--- config.mk ---
export PLATFORM = sky130hd
export DESIGN_NAME = pipelined_hybrid_adder
export DESIGN_NICKNAME = d
export VERILOG_FILES = /design/src/rtl/hybrid_adder_pkg.sv /design/src/rtl/hybrid_seg_stage.sv /design/src/rtl/pipelined_hybrid_adder.sv
export SDC_FILE = /design/constraint.sdc
export NUM_CORES = 1
export LEC_CHECK = 0
export BUFFER_PORTS_ARGS = -buffer_cell sky130_fd_sc_hd__buf_4
export CAP_MARGIN = 40
export CORE_AREA = 2 2 134 136
export CTS_BUF_LIST = sky130_fd_sc_hd__clkbuf_16
export DETAILED_ROUTE_END_ITERATION = 8
export DIE_AREA = 0 0 136 138
export PLACE_DENSITY = 0.87
export SLEW_MARGIN = 20
export SYNTH_ARGS = -nofsm -noshare
export SYNTH_HDL_FRONTEND = slang
export SYNTH_SLANG_ARGS = --single-unit
--- constraint.sdc ---
create_clock -name clk -period 2.72 [get_ports clk]
set_input_delay 0.544 -clock clk [delete_from_list [all_inputs] [get_ports clk]]
set_output_delay 0.544 -clock clk [all_outputs]
set_load 0.01 [all_outputs]
--- src/rtl/hybrid_adder_pkg.sv ---
// rtl/hybrid_adder_pkg.sv - shared types, default sizes and stage-count helper for the hybrid adder
package hybrid_adder_pkg;

    typedef enum logic {
        OP_ADD = 1'b0,
        OP_SUB = 1'b1
    } op_mode_e;

    localparam int DEF_WIDTH = 32;
    localparam int DEF_SEG_W = 8;

    // Returns 0 for an illegal geometry so the top can refuse to elaborate.
    function automatic int calc_stages(input int width, input int seg_w);
        if (seg_w < 2 || seg_w > 16 || width < seg_w || (width % seg_w) != 0) begin
            return 0;
        end
        return width / seg_w;
    endfunction

endpackage

--- src/rtl/hybrid_seg_stage.sv ---
// rtl/hybrid_seg_stage.sv - one registered adder segment (CLA or carry-select) with valid/ready; optional PIPELINED_HYBRID_ADDER_SAT_EN
module hybrid_seg_stage
    import hybrid_adder_pkg::*;
#(
    parameter int WIDTH   = DEF_WIDTH,
    parameter int SEG_W   = DEF_SEG_W,
    parameter int IDX     = 0,
    parameter bit USE_CLA = 1'b1,
    parameter bit IS_LAST = 1'b0
) (
    input  logic             clk,
    input  logic             rst_n,
    input  logic             in_valid,
    output logic             in_ready,
    input  logic [WIDTH-1:0] in_a,
    input  logic [WIDTH-1:0] in_b,
    input  logic             in_carry,
    input  logic             in_ovf,
`ifdef PIPELINED_HYBRID_ADDER_SAT_EN
    input  logic             in_sat,
    output logic             out_sat,
`endif
    output logic             out_valid,
    input  logic             out_ready,
    output logic [WIDTH-1:0] out_a,
    output logic [WIDTH-1:0] out_b,
    output logic             out_carry,
    output logic             out_ovf
);

    localparam int LSB = IDX * SEG_W;
    localparam int MSB = LSB + SEG_W - 1;

    logic             valid_q;
    logic [SEG_W-1:0] seg_a;
    logic [SEG_W-1:0] seg_b;
    logic [SEG_W-1:0] seg_sum;
    logic             seg_co;
    logic             msb_cin;
    logic             raw_ovf;
    logic [WIDTH-1:0] nxt_a;
    logic [WIDTH-1:0] nxt_b;
    logic             nxt_ovf;

    assign seg_a     = in_a[LSB +: SEG_W];
    assign seg_b     = in_b[LSB +: SEG_W];
    assign in_ready  = !valid_q || out_ready;
    assign out_valid = valid_q;

    if (USE_CLA) begin : g_cla
        logic [SEG_W-1:0] gen;
        logic [SEG_W-1:0] prp;
        logic [SEG_W:0]   cy;

        assign gen = seg_a & seg_b;
        assign prp = seg_a ^ seg_b;

        // Flattened lookahead: every carry is a sum of generate/propagate products.
        always_comb begin
            logic term;
            logic prop;
            term  = 1'b0;
            prop  = 1'b0;
            cy    = '0;
            cy[0] = in_carry;
            for (int i = 0; i < SEG_W; i++) begin
                term = gen[i];
                prop = prp[i];
                for (int j = i - 1; j >= 0; j--) begin
                    term = term | (prop & gen[j]);
                    prop = prop & prp[j];
                end
                cy[i+1] = term | (prop & in_carry);
            end
        end

        assign seg_sum = prp ^ cy[SEG_W-1:0];
        assign seg_co  = cy[SEG_W];
    end else begin : g_csel
        logic [SEG_W:0] sum0;
        logic [SEG_W:0] sum1;

        assign sum0 = {1'b0, seg_a} + {1'b0, seg_b};
        assign sum1 = {1'b0, seg_a} + {1'b0, seg_b} + {{SEG_W{1'b0}}, 1'b1};
        assign {seg_co, seg_sum} = in_carry ? sum1 : sum0;
    end

    // Carry into the segment MSB recovered from the sum bit itself.
    assign msb_cin = seg_sum[SEG_W-1] ^ seg_a[SEG_W-1] ^ seg_b[SEG_W-1];
    assign raw_ovf = seg_co ^ msb_cin;

    // Splice the new sum segment in, drop the consumed B bits, resolve flags.
    always_comb begin
        nxt_a                = in_a;
        nxt_a[LSB +: SEG_W]  = seg_sum;
        nxt_b                = in_b;
        nxt_b[MSB:0]         = '0;
        nxt_ovf              = IS_LAST ? raw_ovf : in_ovf;
`ifdef PIPELINED_HYBRID_ADDER_SAT_EN
        if (IS_LAST && in_sat && raw_ovf) begin
            nxt_a = (seg_a[SEG_W-1] | seg_b[SEG_W-1]) ? {1'b1, {(WIDTH-1){1'b0}}}
                                                      : {1'b0, {(WIDTH-1){1'b1}}};
        end
`endif
    end

    // Stage register: loads when empty or downstream drains, holds otherwise.
    always_ff @(posedge clk or negedge rst_n) begin
        if (!rst_n) begin
            valid_q   <= 1'b0;
            out_a     <= '0;
            out_b     <= '0;
            out_carry <= 1'b0;
            out_ovf   <= 1'b0;
`ifdef PIPELINED_HYBRID_ADDER_SAT_EN
            out_sat   <= 1'b0;
`endif
        end else if (in_ready) begin
            valid_q <= in_valid;
            if (in_valid) begin
                out_a     <= nxt_a;
                out_b     <= nxt_b;
                out_carry <= seg_co;
                out_ovf   <= nxt_ovf;
`ifdef PIPELINED_HYBRID_ADDER_SAT_EN
                out_sat   <= in_sat;
`endif
            end
        end
    end

endmodule

--- src/rtl/pipelined_hybrid_adder.sv ---
// rtl/pipelined_hybrid_adder.sv - pipelined segmented add/subtract with valid/ready; optional PIPELINED_HYBRID_ADDER_SAT_EN
module pipelined_hybrid_adder
    import hybrid_adder_pkg::*;
#(
    parameter int WIDTH = DEF_WIDTH,
    parameter int SEG_W = DEF_SEG_W
) (
    input  logic             clk,
    input  logic             rst_n,
    input  logic             in_valid,
    output logic             in_ready,
    input  logic [WIDTH-1:0] in_a,
    input  logic [WIDTH-1:0] in_b,
    input  logic             in_ci,
    input  logic             in_sub,
`ifdef PIPELINED_HYBRID_ADDER_SAT_EN
    input  logic             in_sat,
`endif
    output logic             out_valid,
    input  logic             out_ready,
    output logic [WIDTH-1:0] out_sum,
    output logic             out_co,
    output logic             out_ovf
);

    localparam int STAGES = calc_stages(WIDTH, SEG_W);

    if (STAGES == 0) begin : g_bad_cfg
        $error("pipelined_hybrid_adder: WIDTH must be a multiple of SEG_W and SEG_W in 2..16");
    end

    op_mode_e         op;
    logic [WIDTH-1:0] a_s   [STAGES+1];
    logic [WIDTH-1:0] b_s   [STAGES+1];
    logic             c_s   [STAGES+1];
    logic             ovf_s [STAGES+1];
    logic             v_s   [STAGES+1];
    logic             r_s   [STAGES+1];
    logic             unused_tail;

    // Subtract folds into add: invert B and force the carry-in at capture.
    assign op       = in_sub ? OP_SUB : OP_ADD;
    assign a_s[0]   = in_a;
    assign b_s[0]   = (op == OP_SUB) ? ~in_b : in_b;
    assign c_s[0]   = (op == OP_SUB) ? 1'b1 : in_ci;
    assign ovf_s[0] = 1'b0;
    assign v_s[0]   = in_valid;
    assign in_ready = r_s[0];
    assign r_s[STAGES] = out_ready;

`ifdef PIPELINED_HYBRID_ADDER_SAT_EN
    logic sat_s [STAGES+1];
    assign sat_s[0]    = in_sat;
    assign unused_tail = (^b_s[STAGES]) ^ sat_s[STAGES];
`else
    assign unused_tail = ^b_s[STAGES];
`endif

    for (genvar k = 0; k < STAGES; k++) begin : g_stage
        hybrid_seg_stage #(
            .WIDTH   (WIDTH),
            .SEG_W   (SEG_W),
            .IDX     (k),
            .USE_CLA (k == 0),
            .IS_LAST (k == STAGES - 1)
        ) u_stage (
            .clk       (clk),
            .rst_n     (rst_n),
            .in_valid  (v_s[k]),
            .in_ready  (r_s[k]),
            .in_a      (a_s[k]),
            .in_b      (b_s[k]),
            .in_carry  (c_s[k]),
            .in_ovf    (ovf_s[k]),
`ifdef PIPELINED_HYBRID_ADDER_SAT_EN
            .in_sat    (sat_s[k]),
            .out_sat   (sat_s[k+1]),
`endif
            .out_valid (v_s[k+1]),
            .out_ready (r_s[k+1]),
            .out_a     (a_s[k+1]),
            .out_b     (b_s[k+1]),
            .out_carry (c_s[k+1]),
            .out_ovf   (ovf_s[k+1])
        );
    end

    assign out_valid = v_s[STAGES];
    assign out_sum   = a_s[STAGES];
    assign out_co    = c_s[STAGES];
    assign out_ovf   = ovf_s[STAGES];

endmodule

==> results of run 1 <==
## sequential cells by signal, summed over array words and instances (netlist names)
name / cells
g_stage.u_stage.out_ovf: 1
g_stage.u_stage.out_valid: 4
g_stage.u_stage.out_a: 128
g_stage.u_stage.out_b: 48
g_stage.u_stage.out_carry: 4
## synthesized netlist by cell type (all sizes together) (3+ instances only)
cell | number | area [sq um]
nor4 | 3 | 18.8
and2 | 6 | 37.5
and3 | 4 | 30.0
buf | 36 | 255
mux2 | 60 | 679
fa | 4 | 80.1
nor2 | 21 | 78.8
a2111oi | 3 | 51.3
nand3 | 7 | 35.0
clkbuf | 32 | 120
o31ai | 6 | 45.0
or3 | 5 | 31.3
dfrtp | 185 | 4630
xor2 | 19 | 166
xnor2 | 46 | 403
nand2b | 6 | 37.5
a21oi | 16 | 83.8
a211oi | 7 | 62.6
nor3 | 6 | 30.0
nand4 | 4 | 25.0
o21ai | 61 | 305
ha | 35 | 438
inv | 17 | 63.8
a21o | 8 | 60.1
nor2b | 6 | 37.5
o21a | 9 | 68.8
nand2 | 257 | 965
## worst max path at each step
| stage | endpoint | cells after the start |
|---|---|---|
| 2_1_floorplan | g_stage[0].u_stage.out_a[7] | 11 |
| 3_3_place_gp | g_stage[3].u_stage.out_ovf | 9 |
| 3_5_place_dp | g_stage[3].u_stage.out_ovf | 9 |
| 4_1_cts | g_stage[3].u_stage.out_ovf | 9 |
| 5_1_grt | g_stage[1].u_stage.out_a[15] | 10 |
| 6_report | g_stage[3].u_stage.out_ovf | 9 |
## metrics by stage
step                 util  hold slack (ps)  total power (W)  TNS [ps]  instance area [sq um]
floorplan               -              248          0.00712         0                   9110
global placement    0.567              441          0.00785         0                   9950
detailed placement  0.568              453          0.00806     -18.2                   9960
CTS                 0.602             91.2           0.0106         0                  10600
global route        0.604              121           0.0113     -26.1                  10600
finish              0.604             78.9           0.0106         0                  10600
## critical path: cells and delay by family (launching register included)
kind | cells | cell delay, ps
flops | 1 | 380
xor+xnor | 1 | 410
fa+ha+maj | 2 | 620
simple gates | 2 | 410
compound gates | 4 | 720
## timing repair
action                                 CTS  global route
setup endpoints to repair                1             7
hold buffers                             0             0
gates resized for setup                  2             7
pin swaps                                1             4
endpoints found under the hold margin    0             0
buffers inserted                         0             1
## per-layer routing
| metal | vias to the layer above | part of all wire | global-route usage |
|---|---|---|---|
| li1 | 3098 | - | - |
| met1 | 2916 | 0.48 | 0.289 |
| met2 | 131 | 0.45 | 0.291 |
| met3 | 21 | 0.052 | 0.0480 |
| met4 | 0 | 0.017 | 0.0641 |
| met5 | - | 0 | 0 |
## where the power goes
group          total (W)  internal [W]  switching, W
Combinational    0.00391       0.00189       0.00202
Clock            0.00249       0.00145       0.00104
Sequential       0.00419       0.00364      0.000556
## layout make-up
type / instances / area (sq um)
Fill cell: 1448 / 6940
Timing Repair Buffer: 121 / 957
Clock buffer: 17 / 425
Inverter: 17 / 63.8
Tap cell: 229 / 287
Sequential cell: 185 / 4630
Multi-Input combinational cell: 625 / 4060
Clock inverter: 15 / 170
## kinds of logic after synthesis
logic type / after synthesis / synth area share
XOR/XNOR: 66 / 0.0651
multiplexers: 61 / 0.0758
AND/OR/NAND/NOR: 335 / 0.155
flip-flops: 185 / 0.509
adder cells (fa/ha/maj): 39 / 0.0570
AO/OA/AOI/OAI: 124 / 0.0897
buffers and inverters: 85 / 0.0483
==> out/qor.log, run 1 <==
INFO  synthesis      yosys_warnings=0
INFO  global_route   grt_pass1_wl=30.0mm
INFO  placement      gp_routability_congestion=0.855
INFO  floorplan      area_of_the_die=18800squm
INFO  worst_setup_path arrival=2970ps
INFO  routing        drc_errors=0
INFO  power          max-vdd-ir-drop=0.557mV
INFO  cts            cts_tree=done
INFO  synthesis      synth_register_bits=185
INFO  worst_setup_path worst-r2r-cell-count=9
INFO  global_route   globalRouteTotalUtil=0.198
INFO  sta            relSlewSlack=0.469
INFO  synthesis      synth_enable_flop_cells=0
INFO  sta            period_minus_slack=2620ps
INFO  synthesis      syn-mean-instance-area=10.2squm
INFO  worst_hold_path hold_class=input pin to asynchronous set/reset pin
INFO  job            max_cap_viol_count=0
INFO  sta            post-route-worst-setup-slack=103ps
INFO  routing        detail_route.iter0.violations=419
INFO  synthesis      synthesis.area=9090squm
INFO  routing        detailroute.via_count=6166
INFO  power          p_leak=5.13nW
INFO  worst_setup_path worst-path-max-fanout=3
INFO  cts            cts-root-buf=sky130_fd_sc_hd__clkbuf_16
INFO  cts            clock_path_buffers=2
INFO  placement      dp_worst_setup_slack=-18.2ps
INFO  cts            cts_num_sinks=185
INFO  cts            clkLatencyLatePin=430ps
INFO  worst_setup_path critical_path_sink_type=register
INFO  floorplan      io_pins=106
INFO  worst_setup_path reg2reg_capture_point=g_stage[3].u_stage.out_ovf
INFO  worst_setup_path path_cells=ha_2 -> fa_2 -> a211oi_4 -> nor2_2 -> or3_1 -> a21o_1 -> a21oi_2 -> xnor3_1 -> o21ai_1
INFO  synthesis      postSynth.topFlopCell=sky130_fd_sc_hd__dfrtp_1
INFO  sta            fin_skew=9.93ps
INFO  sta            unrepaired_setup_endpoints_after_global_routing=yes
INFO  worst_setup_path rr_startpoint=g_stage[2].u_stage.out_a[24]
INFO  cts            htreeDepth=4
INFO  routing        routed_wire_length_per_instance=14.5um
INFO  global_route   grt_start_max_net_pins=76
INFO  floorplan      initial_utilization=0.519
INFO  global_route   grt_pass1_vias=6230
INFO  finish         final_nets=1076
INFO  cts            cts_made_buffers=17
INFO  worst_setup_path regToRegSetupSlack=100ps
INFO  worst_setup_path path_class=register to register
INFO  sta            worst_slew_pin_slew=796ps
INFO  cts            clock_pin_slew_worst_setup_and_hold_paths=60ps
INFO  worst_setup_path timing.critical_path.from=g_stage[2].u_stage.out_a[24]
INFO  sta            timing.final.setup_violations=0
INFO  synthesis      synthesis.instances=895
INFO  synthesis      async_reset_ff_frac=1.00
INFO  sta            fmaxAchievable=382MHz
INFO  sta            post-route-period-util=0.962
INFO  finish         final_common_cell=sky130_fd_sc_hd__nand2_1
INFO  floorplan      std_cell_core_area=17500squm
INFO  global_route   globalRoute.totalOverflow=0
INFO  floorplan      die_width=136um
INFO  finish         area.growth.synth_to_final=16.5%
INFO  synthesis      synth.net_count=1004
INFO  sta            slew_viol_final=0
INFO  finish         antenna_cells_inserted=0
INFO  floorplan      core.rowCount=49
INFO  finish         most-common-layout-cells=256 x sky130_fd_sc_hd__nand2_1, 185 x sky130_fd_sc_hd__dfrtp_1, 116 x sky130_fd_sc_hd__buf_4, 59 x sky130_fd_sc_hd__mux2_2, 47 x sky130_fd_sc_hd__o21ai_0
INFO  worst_setup_path max_stage_delay=410ps
INFO  synthesis      post_synth_num_cell_types=60
INFO  routing        totalWireLength=17.5mm
INFO  sta            hold_viol=0
INFO  synthesis      seq_area_frac_synth=0.509
INFO  placement      io_buffers=105
INFO  routing        via_per_instance_ratio=5.10
INFO  worst_setup_path worst_ep_required_time=3070ps
INFO  worst_setup_path worst_setup_path_start_kind=register
INFO  worst_setup_path worst_path_max_delay_cell=sky130_fd_sc_hd__xnor3_1
INFO  finish         drive_above_1_share=0.237
INFO  routing        ant_nets=0
INFO  finish         layoutNonFillerInstCount=1209
INFO  routing        firstDrtPassIters=4
INFO  placement      dpl.hpwl=12.8mm
INFO  placement      dp.cells=1176
INFO  power          total_power_divided_by_cell_area=1000nW/um^2
INFO  run_status     outcome=completed
INFO  global_route   grt_antenna_before_repair=0
INFO  floorplan      die_h=138um
(Power assumes the default switching activity.)
==> inputs of run 2 (changes only) <==
--- a/config.mk
+++ b/config.mk
@@ -11,7 +11,7 @@
 export CTS_BUF_LIST = sky130_fd_sc_hd__clkbuf_16
 export DETAILED_ROUTE_END_ITERATION = 8
 export DIE_AREA = 0 0 136 138
-export PLACE_DENSITY = 0.87
+export PLACE_DENSITY = 0.76
 export SLEW_MARGIN = 20
 export SYNTH_ARGS = -nofsm -noshare
 export SYNTH_HDL_FRONTEND = slang
==> constraint.sdc (replaced) <==
create_clock -name clk -period 2.72 [get_ports clk]
set_input_delay 0.544 -clock clk [delete_from_list [all_inputs] [get_ports clk]]
set_output_delay 0.544 -clock clk [all_outputs]
set_load 0.05 [all_outputs]
==> run 2 against run 1 <==
Compared with the run above: core utilization grew 0.60 points; critical path depth stayed put; setup slack got worse by 51 ps; via count up 1.3%; sequential share of layout area down 0.43 points; non-clock buffer count grew 8; power increased by 8.2%; critical path type unchanged; critical endpoint unchanged; largest power group is now combinational cells; highest routed layer unchanged.
==> out/qor.log, run 2 (synthesis gave the netlist of run 1 again) <==
INFO  finish         largest-register=g_stage.u_stage.out_a [unchanged]
INFO  routing        detailroute.via_count=6245 [was 6166]
INFO  sta            worst_slew_pin_slew=555ps [was 796 ps]
INFO  routing        ant_nets=0 [unchanged]
INFO  sta            period_minus_slack=2670ps [was 2620 ps]
INFO  finish         filler_cell_count=1502 [was 1448]
INFO  floorplan      initial_utilization=0.519 [unchanged]
INFO  worst_setup_path worst_setup_path_start_kind=register [unchanged]
INFO  worst_setup_path worst-path-max-fanout=3 [unchanged]
INFO  cts            cts_num_sinks=185 [unchanged]
INFO  routing        met2RoutedLength=7.73mm [was 7.83 mm]
INFO  worst_setup_path arrival=3030ps [was 2970 ps]
INFO  cts            clock_pin_slew_worst_setup_and_hold_paths=60ps [about the same]
INFO  sta            fmaxAchievable=375MHz [was 382 MHz]
INFO  routing        routed_wire_length_per_instance=14.4um [was 14.5 um]
INFO  finish         layout_top_registers=g_stage.u_stage.out_a x128, g_stage.u_stage.out_b x48 [unchanged]
INFO  finish         largest_register_ff_count=128 [unchanged]
INFO  worst_setup_path worst-r2r-cell-count=9 [unchanged]
INFO  global_route   grt_antenna_before_repair=0 [unchanged]
INFO  routing        firstDrtPassIters=4 [unchanged]
INFO  finish         most-common-layout-cells=256 x sky130_fd_sc_hd__nand2_1, 185 x sky130_fd_sc_hd__dfrtp_1, 123 x sky130_fd_sc_hd__buf_4, 59 x sky130_fd_sc_hd__mux2_2 [was 256 x sky130_fd_sc_hd__nand2_1, 185 x sky130_fd_sc_hd__dfrtp_1, 116 x sky130_fd_sc_hd__buf_4, 59 x sky130_fd_sc_hd__mux2_2, 47 x sky130_fd_sc_hd__o21ai_0]
INFO  sta            post-route-period-util=0.981 [was 0.962]
INFO  global_route   grt_pass1_wl=29.5mm [was 30.0 mm]
INFO  finish         seq_area=4630squm [unchanged]
INFO  sta            unrepaired_setup_endpoints_after_global_routing=yes [unchanged]
INFO  worst_setup_path critical_path_sink_type=register [unchanged]
INFO  finish         area.growth.synth_to_final=17.7% [was 16.5%]
INFO  floorplan      io_pins=106 [unchanged]
INFO  routing        totalWireLength=17.5mm [about the same]
INFO  floorplan      die_h=138um [unchanged]
INFO  routing        drc_errors=0 [unchanged]
INFO  job            max_cap_viol_count=0 [unchanged]
INFO  worst_setup_path worst_ep_required_time=3080ps [was 3070 ps]
INFO  cts            htreeDepth=4 [unchanged]
INFO  worst_setup_path regToRegSetupSlack=50ps [was 100 ps]
INFO  sta            fin_skew=7.48ps [was 9.93 ps]
INFO  sta            slew_viol_final=0 [unchanged]
INFO  finish         finalCoreUtilization=0.610 [was 0.604]
INFO  finish         final_common_cell=sky130_fd_sc_hd__nand2_1 [unchanged]
INFO  routing        dr.max_layer_used=met4 [unchanged]
INFO  sta            timing.final.setup_violations=0 [unchanged]
INFO  cts            cts_made_buffers=17 [unchanged]
INFO  power          p_leak=5.16nW [was 5.13 nW]
INFO  cts            cts-root-buf=sky130_fd_sc_hd__clkbuf_16 [unchanged]
INFO  routing        met3_length=791um [was 918 um]
INFO  placement      io_buffers=105 [unchanged]
INFO  sta            fin_setup_tns=0ps [unchanged]
INFO  worst_setup_path path_cells=ha_4 -> fa_2 -> a211oi_4 -> nor4_1 -> or3b_4 -> buf_4 -> a211oi_2 -> xnor3_1 -> o21ai_1 [was ha_2 -> fa_2 -> a211oi_4 -> nor2_2 -> or3_1 -> a21o_1 -> a21oi_2 -> xnor3_1 -> o21ai_1]
INFO  finish         multiInputGateArea=4110squm [was 4060 sq um]
INFO  sta            fin_hold_ws=77.7ps [was 78.9 ps]
INFO  finish         antenna_cells_inserted=0 [unchanged]
INFO  global_route   globalRouteTotalUtil=0.196 [was 0.198]
INFO  global_route   globalRoute.totalOverflow=0 [unchanged]
INFO  cts            clkLatencyLatePin=430ps [about the same]
INFO  worst_setup_path max_stage_delay=410ps [about the same]
INFO  floorplan      core.rowCount=49 [unchanged]
INFO  worst_setup_path worst_path_max_delay_cell=sky130_fd_sc_hd__dfrtp_1 [was sky130_fd_sc_hd__xnor3_1]
INFO  floorplan      die_width=136um [unchanged]
INFO  routing        via_per_instance_ratio=5.13 [was 5.10]
INFO  routing        routedLengthMet1=8.72mm [was 8.45 mm]
INFO  sta            hold_viol=0 [unchanged]
INFO  finish         final_nets=1084 [was 1076]
INFO  cts            cts.hold.buffers_added=0 [unchanged]
INFO  floorplan      area_of_the_die=18800squm [unchanged]
INFO  placement      gp_routability_congestion=0.786 [was 0.855]
INFO  routing        detail_route.iter0.violations=494 [was 419]
INFO  power          max-vdd-ir-drop=0.586mV [was 0.557 mV]
INFO  cts            cts_tree=done [unchanged]
INFO  global_route   grt_start_max_net_pins=88 [was 76]
INFO  finish         drive_above_1_share=0.246 [was 0.237]
INFO  sta            relSlewSlack=0.630 [was 0.469]
INFO  placement      dpl.hpwl=12.4mm [was 12.8 mm]
INFO  worst_setup_path path_class=register to register [unchanged]
INFO  worst_setup_path reg2reg_capture_point=g_stage[3].u_stage.out_ovf [unchanged]
INFO  global_route   grt_pass1_vias=6114 [was 6230]
INFO  worst_setup_path critPathTopFamily=compound AO/OA/AOI/OAI gates [unchanged]
INFO  worst_hold_path hold_class=input pin to asynchronous set/reset pin [unchanged]
INFO  run_status     outcome=completed [unchanged]
INFO  power          total_power_divided_by_cell_area=1070nW/um^2 [was 1000 nW/um^2]
INFO  cts            clock_path_buffers=2 [unchanged]
INFO  worst_setup_path rr_startpoint=g_stage[2].u_stage.out_a[24] [unchanged]
INFO  worst_setup_path cp_num_buf_inv=1 [was 0]
INFO  floorplan      std_cell_core_area=17500squm [unchanged]
-- run 2: cell types whose count changed in the layout (fill, tap and decap cells not counted), sizes merged --
cell      before  now
clkinv         8    7
clkinvlp       0    3
inv           21   19
buf          121  129
-- run 2: how the worst max path moves through the flow --
stage / from / end / cells after the start / slack (ps)
finish: g_stage[2].u_stage.out_a[24] / g_stage[3].u_stage.out_ovf / 9 / 50
global route: g_stage[2].u_stage.out_b[24] / g_stage[3].u_stage.out_ovf / 9 / -70
CTS: g_stage[2].u_stage.out_a[24] / g_stage[3].u_stage.out_ovf / 9 / 3
detailed placement: g_stage[2].u_stage.out_a[24] / g_stage[3].u_stage.out_ovf / 9 / -20
global placement: g_stage[2].u_stage.out_a[24] / g_stage[3].u_stage.out_ovf / 9 / 60
floorplan: g_stage[3].u_stage.out_valid / g_stage[0].u_stage.out_a[13] / 5 / 0.01
-- run 2: layout make-up --
| type | count | share of cell area |
|---|---|---|
| clock buffers | 17 | 0.0398 |
| flip-flops and latches | 185 | 0.433 |
| repair buffers | 129 | 0.0962 |
| clock inverters | 15 | 0.0148 |
| well taps | 229 | 0.0268 |
| inverters | 17 | 0.00596 |
| multi-input cells | 625 | 0.384 |
-- run 2: per-stage QoR --
stage | instances | total power, W | setup slack (ps) | cell area (sq um)
6_report | 1217 | 0.0115 | 52.2 | 10700
4_1_cts | 1212 | 0.0113 | 2.65 | 10600
3_5_place_dp | 1179 | 0.00881 | -22.1 | 10000
2_1_floorplan | 895 | 0.00788 | 0.0127 | 9110
5_1_grt | 1217 | 0.0122 | -73.3 | 10700
3_3_place_gp | 1178 | 0.00864 | 62.9 | 9980
-- run 2: timing repair --
item,4_1_cts,5_1_grt
setup buffers,1,5
endpoints found under the setup margin,2,7
pin swaps,2,8
gates resized for setup,2,16
-- run 2: where the power goes --
part	leakage [nW]	internal (W)	switching, W
clock	0.280	0.00143	0.00101
combinational	2.62	0.00203	0.00280
sequential	2.26	0.00364	0.000561
total	5.16	0.00709	0.00437
-- run 2: routing by layer --
layer  vias up  global-route usage
li1       3118                   -
met1      2972               0.300
met2       134               0.286
met3        21              0.0378
met4         0              0.0592
met5         -                   0
==> inputs of run 3 (changes only) <==
--- a/config.mk
+++ b/config.mk
@@ -7,11 +7,12 @@
 export LEC_CHECK = 0
 export BUFFER_PORTS_ARGS = -buffer_cell sky130_fd_sc_hd__buf_4
 export CAP_MARGIN = 40
-export CORE_AREA = 2 2 134 136
+export CORE_AREA = 2 2 127 129
 export CTS_BUF_LIST = sky130_fd_sc_hd__clkbuf_16
 export DETAILED_ROUTE_END_ITERATION = 8
-export DIE_AREA = 0 0 136 138
-export PLACE_DENSITY = 0.76
+export DIE_AREA = 0 0 129 131
+export MAX_ROUTING_LAYER = met4
+export PLACE_DENSITY = 0.8
 export SLEW_MARGIN = 20
 export SYNTH_ARGS = -nofsm -noshare
 export SYNTH_HDL_FRONTEND = slang
==> constraint.sdc (replaced) <==
create_clock -name clk -period 3.1 [get_ports clk]
set_input_delay 0.62 -clock clk [delete_from_list [all_inputs] [get_ports clk]]
set_output_delay 0.62 -clock clk [all_outputs]
set_load 0.05 [all_outputs]
==> run 3 against run 2 <==
Compared with the run above: clock-buffer cell count stayed put; register-to-register slack better by 330 ps; setup slack better by 330 ps; critical endpoint unchanged.
==> out/qor.log, run 3 (synthesis gave the netlist of run 1 again) <==
INFO  power          max-vdd-ir-drop=0.435mV [was 0.586 mV]
INFO  floorplan      std_cell_core_area=15600squm [was 17500 sq um]
INFO  finish         final_common_cell=sky130_fd_sc_hd__nand2_1 [unchanged]
INFO  sta            fmaxAchievable=367MHz [was 375 MHz]
INFO  routing        ant_nets=0 [unchanged]
INFO  routing        detailroute.via_count=6099 [was 6245]
INFO  worst_setup_path worst_path_max_delay_cell=sky130_fd_sc_hd__fa_1 [was sky130_fd_sc_hd__dfrtp_1]
INFO  routing        routed_wire_length_per_instance=13.9um [was 14.4 um]
INFO  power          report.power.total=0.00988W [was 0.0115 W]
INFO  finish         largest_register_ff_count=128 [unchanged]
INFO  finish         layoutNonFillerInstCount=1192 [was 1217]
INFO  placement      gp_routability_congestion=0.858 [was 0.786]
INFO  worst_setup_path arrival=3070ps [was 3030 ps]
INFO  worst_setup_path critical_path_cell_count=9 [unchanged]
INFO  finish         seq_area=4630squm [unchanged]
INFO  worst_setup_path max_stage_delay=450ps [was 410 ps]
INFO  worst_setup_path timing.critical_path.from=g_stage[2].u_stage.out_a[24] [unchanged]
INFO  floorplan      initial_utilization=0.583 [was 0.519]
INFO  worst_setup_path cp_num_buf_inv=0 [was 1]
INFO  global_route   grt_antenna_before_repair=0 [unchanged]
INFO  worst_setup_path critPathTopFamily=compound AO/OA/AOI/OAI gates [unchanged]
INFO  routing        via_per_instance_ratio=5.12 [was 5.13]
INFO  routing        firstDrtPassIters=4 [unchanged]
INFO  cts            clock_path_buffers=2 [unchanged]
INFO  cts            clock_pin_slew_worst_setup_and_hold_paths=60ps [about the same]
INFO  finish         area.growth.synth_to_final=15.6% [was 17.7%]
INFO  placement      dp_worst_setup_slack=250ps [was -22.1 ps]
INFO  worst_setup_path path_cells=ha_1 -> fa_1 -> a211oi_2 -> nor2_1 -> or3_1 -> a21o_1 -> a21oi_2 -> xnor3_1 -> o21ai_1 [was ha_4 -> fa_2 -> a211oi_4 -> nor4_1 -> or3b_4 -> buf_4 -> a211oi_2 -> xnor3_1 -> o21ai_1]
INFO  floorplan      io_pins=106 [unchanged]
INFO  floorplan      die_width=129um [was 136 um]
INFO  finish         drive_above_1_share=0.223 [was 0.246]
INFO  worst_setup_path critical_path_sink_type=register [unchanged]
INFO  global_route   grt_pass1_vias=5832 [was 6114]
INFO  cts            cts_tree=done [unchanged]
INFO  global_route   grt_start_max_net_pins=83 [was 88]
INFO  cts            cts_made_buffers=17 [unchanged]
INFO  cts            cts_num_sinks=185 [unchanged]
INFO  worst_setup_path reg2reg_capture_point=g_stage[3].u_stage.out_ovf [unchanged]
INFO  sta            slew_viol_final=0 [unchanged]
INFO  worst_setup_path worst_ep_required_time=3450ps [was 3080 ps]
INFO  cts            cts-resized-gates=0 [was 2]
INFO  routing        dr.max_layer_used=met4 [unchanged]
INFO  sta            relSlewSlack=0.483 [was 0.630]
INFO  placement      io_buffers=105 [unchanged]
INFO  cts            cts.hold.buffers_added=0 [unchanged]
INFO  floorplan      area_of_the_die=16900squm [was 18800 sq um]
INFO  sta            fin_setup_tns=0ps [unchanged]
INFO  finish         layout_top_registers=g_stage.u_stage.out_a x128, g_stage.u_stage.out_b x48 [unchanged]
INFO  floorplan      die_h=131um [was 138 um]
INFO  global_route   globalRouteTotalUtil=0.217 [was 0.196]
INFO  routing        detail_route.iter0.violations=357 [was 494]
INFO  finish         filler_cell_count=1202 [was 1502]
INFO  finish         most-common-layout-cells=256 x sky130_fd_sc_hd__nand2_1, 185 x sky130_fd_sc_hd__dfrtp_1, 113 x sky130_fd_sc_hd__buf_4, 59 x sky130_fd_sc_hd__mux2_2, 48 x sky130_fd_sc_hd__o21ai_0 [was 256 x sky130_fd_sc_hd__nand2_1, 185 x sky130_fd_sc_hd__dfrtp_1, 123 x sky130_fd_sc_hd__buf_4, 59 x sky130_fd_sc_hd__mux2_2]
INFO  sta            fin_skew=7.59ps [was 7.48 ps]
INFO  global_route   globalRoute.totalOverflow=0 [unchanged]
INFO  sta            post-route-worst-setup-slack=378ps [was 52.2 ps]
INFO  routing        routedLengthMet1=8.59mm [was 8.72 mm]
INFO  finish         antenna_cells_inserted=0 [unchanged]
INFO  floorplan      core.rowCount=46 [was 49]
INFO  worst_setup_path worst-r2r-cell-count=9 [unchanged]
INFO  job            max_cap_viol_count=0 [unchanged]
INFO  finish         finalCoreUtilization=0.674 [was 0.610]
INFO  cts            htreeDepth=4 [unchanged]
INFO  routing        totalWireLength=16.6mm [was 17.5 mm]
INFO  power          total_power_divided_by_cell_area=939nW/um^2 [was 1070 nW/um^2]
INFO  sta            worst_slew_pin_slew=776ps [was 555 ps]
INFO  cts            clkLatencyLatePin=420ps [was 430 ps]
INFO  routing        met2RoutedLength=7.02mm [was 7.73 mm]
INFO  worst_hold_path hold_class=input pin to asynchronous set/reset pin [unchanged]
INFO  sta            post-route-period-util=0.878 [was 0.981]
INFO  placement      dpl.hpwl=11.9mm [was 12.4 mm]
INFO  routing        met3_length=694um [was 791 um]
INFO  global_route   grt_pass1_wl=28.1mm [was 29.5 mm]
INFO  worst_setup_path worst_setup_path_start_kind=register [unchanged]
INFO  sta            hold_viol=0 [unchanged]
INFO  finish         final_nets=1072 [was 1084]
INFO  worst_setup_path rr_startpoint=g_stage[2].u_stage.out_a[24] [unchanged]
INFO  cts            cts_post_setup_buffers_inserted=0 [was 1]
INFO  worst_setup_path regToRegSetupSlack=380ps [was 50 ps]
INFO  worst_setup_path worst-path-max-fanout=3 [unchanged]
INFO  run_status     outcome=completed [unchanged]
INFO  finish         multiInputGateArea=4030squm [was 4110 sq um]
INFO  sta            unrepaired_setup_endpoints_after_global_routing=no [was yes]
INFO  worst_setup_path endpoint=g_stage[3].u_stage.out_ovf [unchanged]
INFO  sta            period_minus_slack=2720ps [was 2670 ps]
INFO  sta            timing.final.setup_violations=0 [unchanged]
INFO  finish         largest-register=g_stage.u_stage.out_a [unchanged]
INFO  routing        drc_errors=0 [unchanged]
INFO  cts            cts-root-buf=sky130_fd_sc_hd__clkbuf_16 [unchanged]
INFO  placement      dp.cells=1160 [was 1179]
INFO  power          p_leak=5.10nW [was 5.16 nW]
INFO  worst_setup_path path_class=register to register [unchanged]
==> run 3: cell count changes in the layout (fill, tap and decap cells not counted), sizes merged <==
cell	change
buf	-12
clkinv	+1
inv	-1
bufinv	+1
clkinvlp	-1
==> run 3: area by class of cell <==
type,instances,share of cell area
clock inverter,15,0.0173
clock buffer,17,0.0405
tap,216,0.0257
inverter,17,0.00607
timing repair buffer,117,0.0870
multi-input combinational,625,0.383
sequential,185,0.440
==> run 3: routing by layer <==
| layer | global-route usage | vias to the layer above |
|---|---|---|
| li1 | - | 3102 |
| met1 | 0.318 | 2846 |
| met2 | 0.305 | 131 |
| met3 | 0.0395 | 20 |
| met4 | 0.0761 | 0 |
| met5 | - | - |
==> run 3: worst min-delay path by stage <==
stage / depth (start not counted) / startpoint / to / slack [ps]
5_1_grt: 1 / rst_n / g_stage[1].u_stage.out_b[28] / 310
3_5_place_dp: 2 / g_stage[0].u_stage.out_b[31] / g_stage[1].u_stage.out_b[31] / 450
2_1_floorplan: 0 / rst_n / g_stage[0].u_stage.out_a[0] / 320
4_1_cts: 1 / rst_n / g_stage[0].u_stage.out_a[31] / 260
3_3_place_gp: 2 / g_stage[0].u_stage.out_a[28] / g_stage[1].u_stage.out_a[28] / 440
6_report: 1 / rst_n / g_stage[1].u_stage.out_b[31] / 240
==> run 3: worst reg2reg max path, cell delays in order, from the launching register on <==
cell and delay, ps:
sky130_fd_sc_hd__dfrtp_1 380, sky130_fd_sc_hd__ha_1 240, sky130_fd_sc_hd__fa_1 450, sky130_fd_sc_hd__a211oi_2 260, sky130_fd_sc_hd__nor2_1 120, sky130_fd_sc_hd__or3_1 320, sky130_fd_sc_hd__a21o_1 170, sky130_fd_sc_hd__a21oi_2 180
sky130_fd_sc_hd__xnor3_1 410, sky130_fd_sc_hd__o21ai_1 120
==> run 3: power breakdown <==
part | switching [W] | internal, W | total, W
registers | 0.000487 | 0.00319 | 0.00368
logic | 0.00234 | 0.00164 | 0.00398
clock network | 0.000885 | 0.00134 | 0.00222
==> run 3: metrics by stage <==
step,hold slack [ps],instance area [sq um]
after floorplan,324,9100
after global placement,443,9890
after detailed placement,448,9910
after global routing,311,10500
final,244,10500
after CTS,265,10500
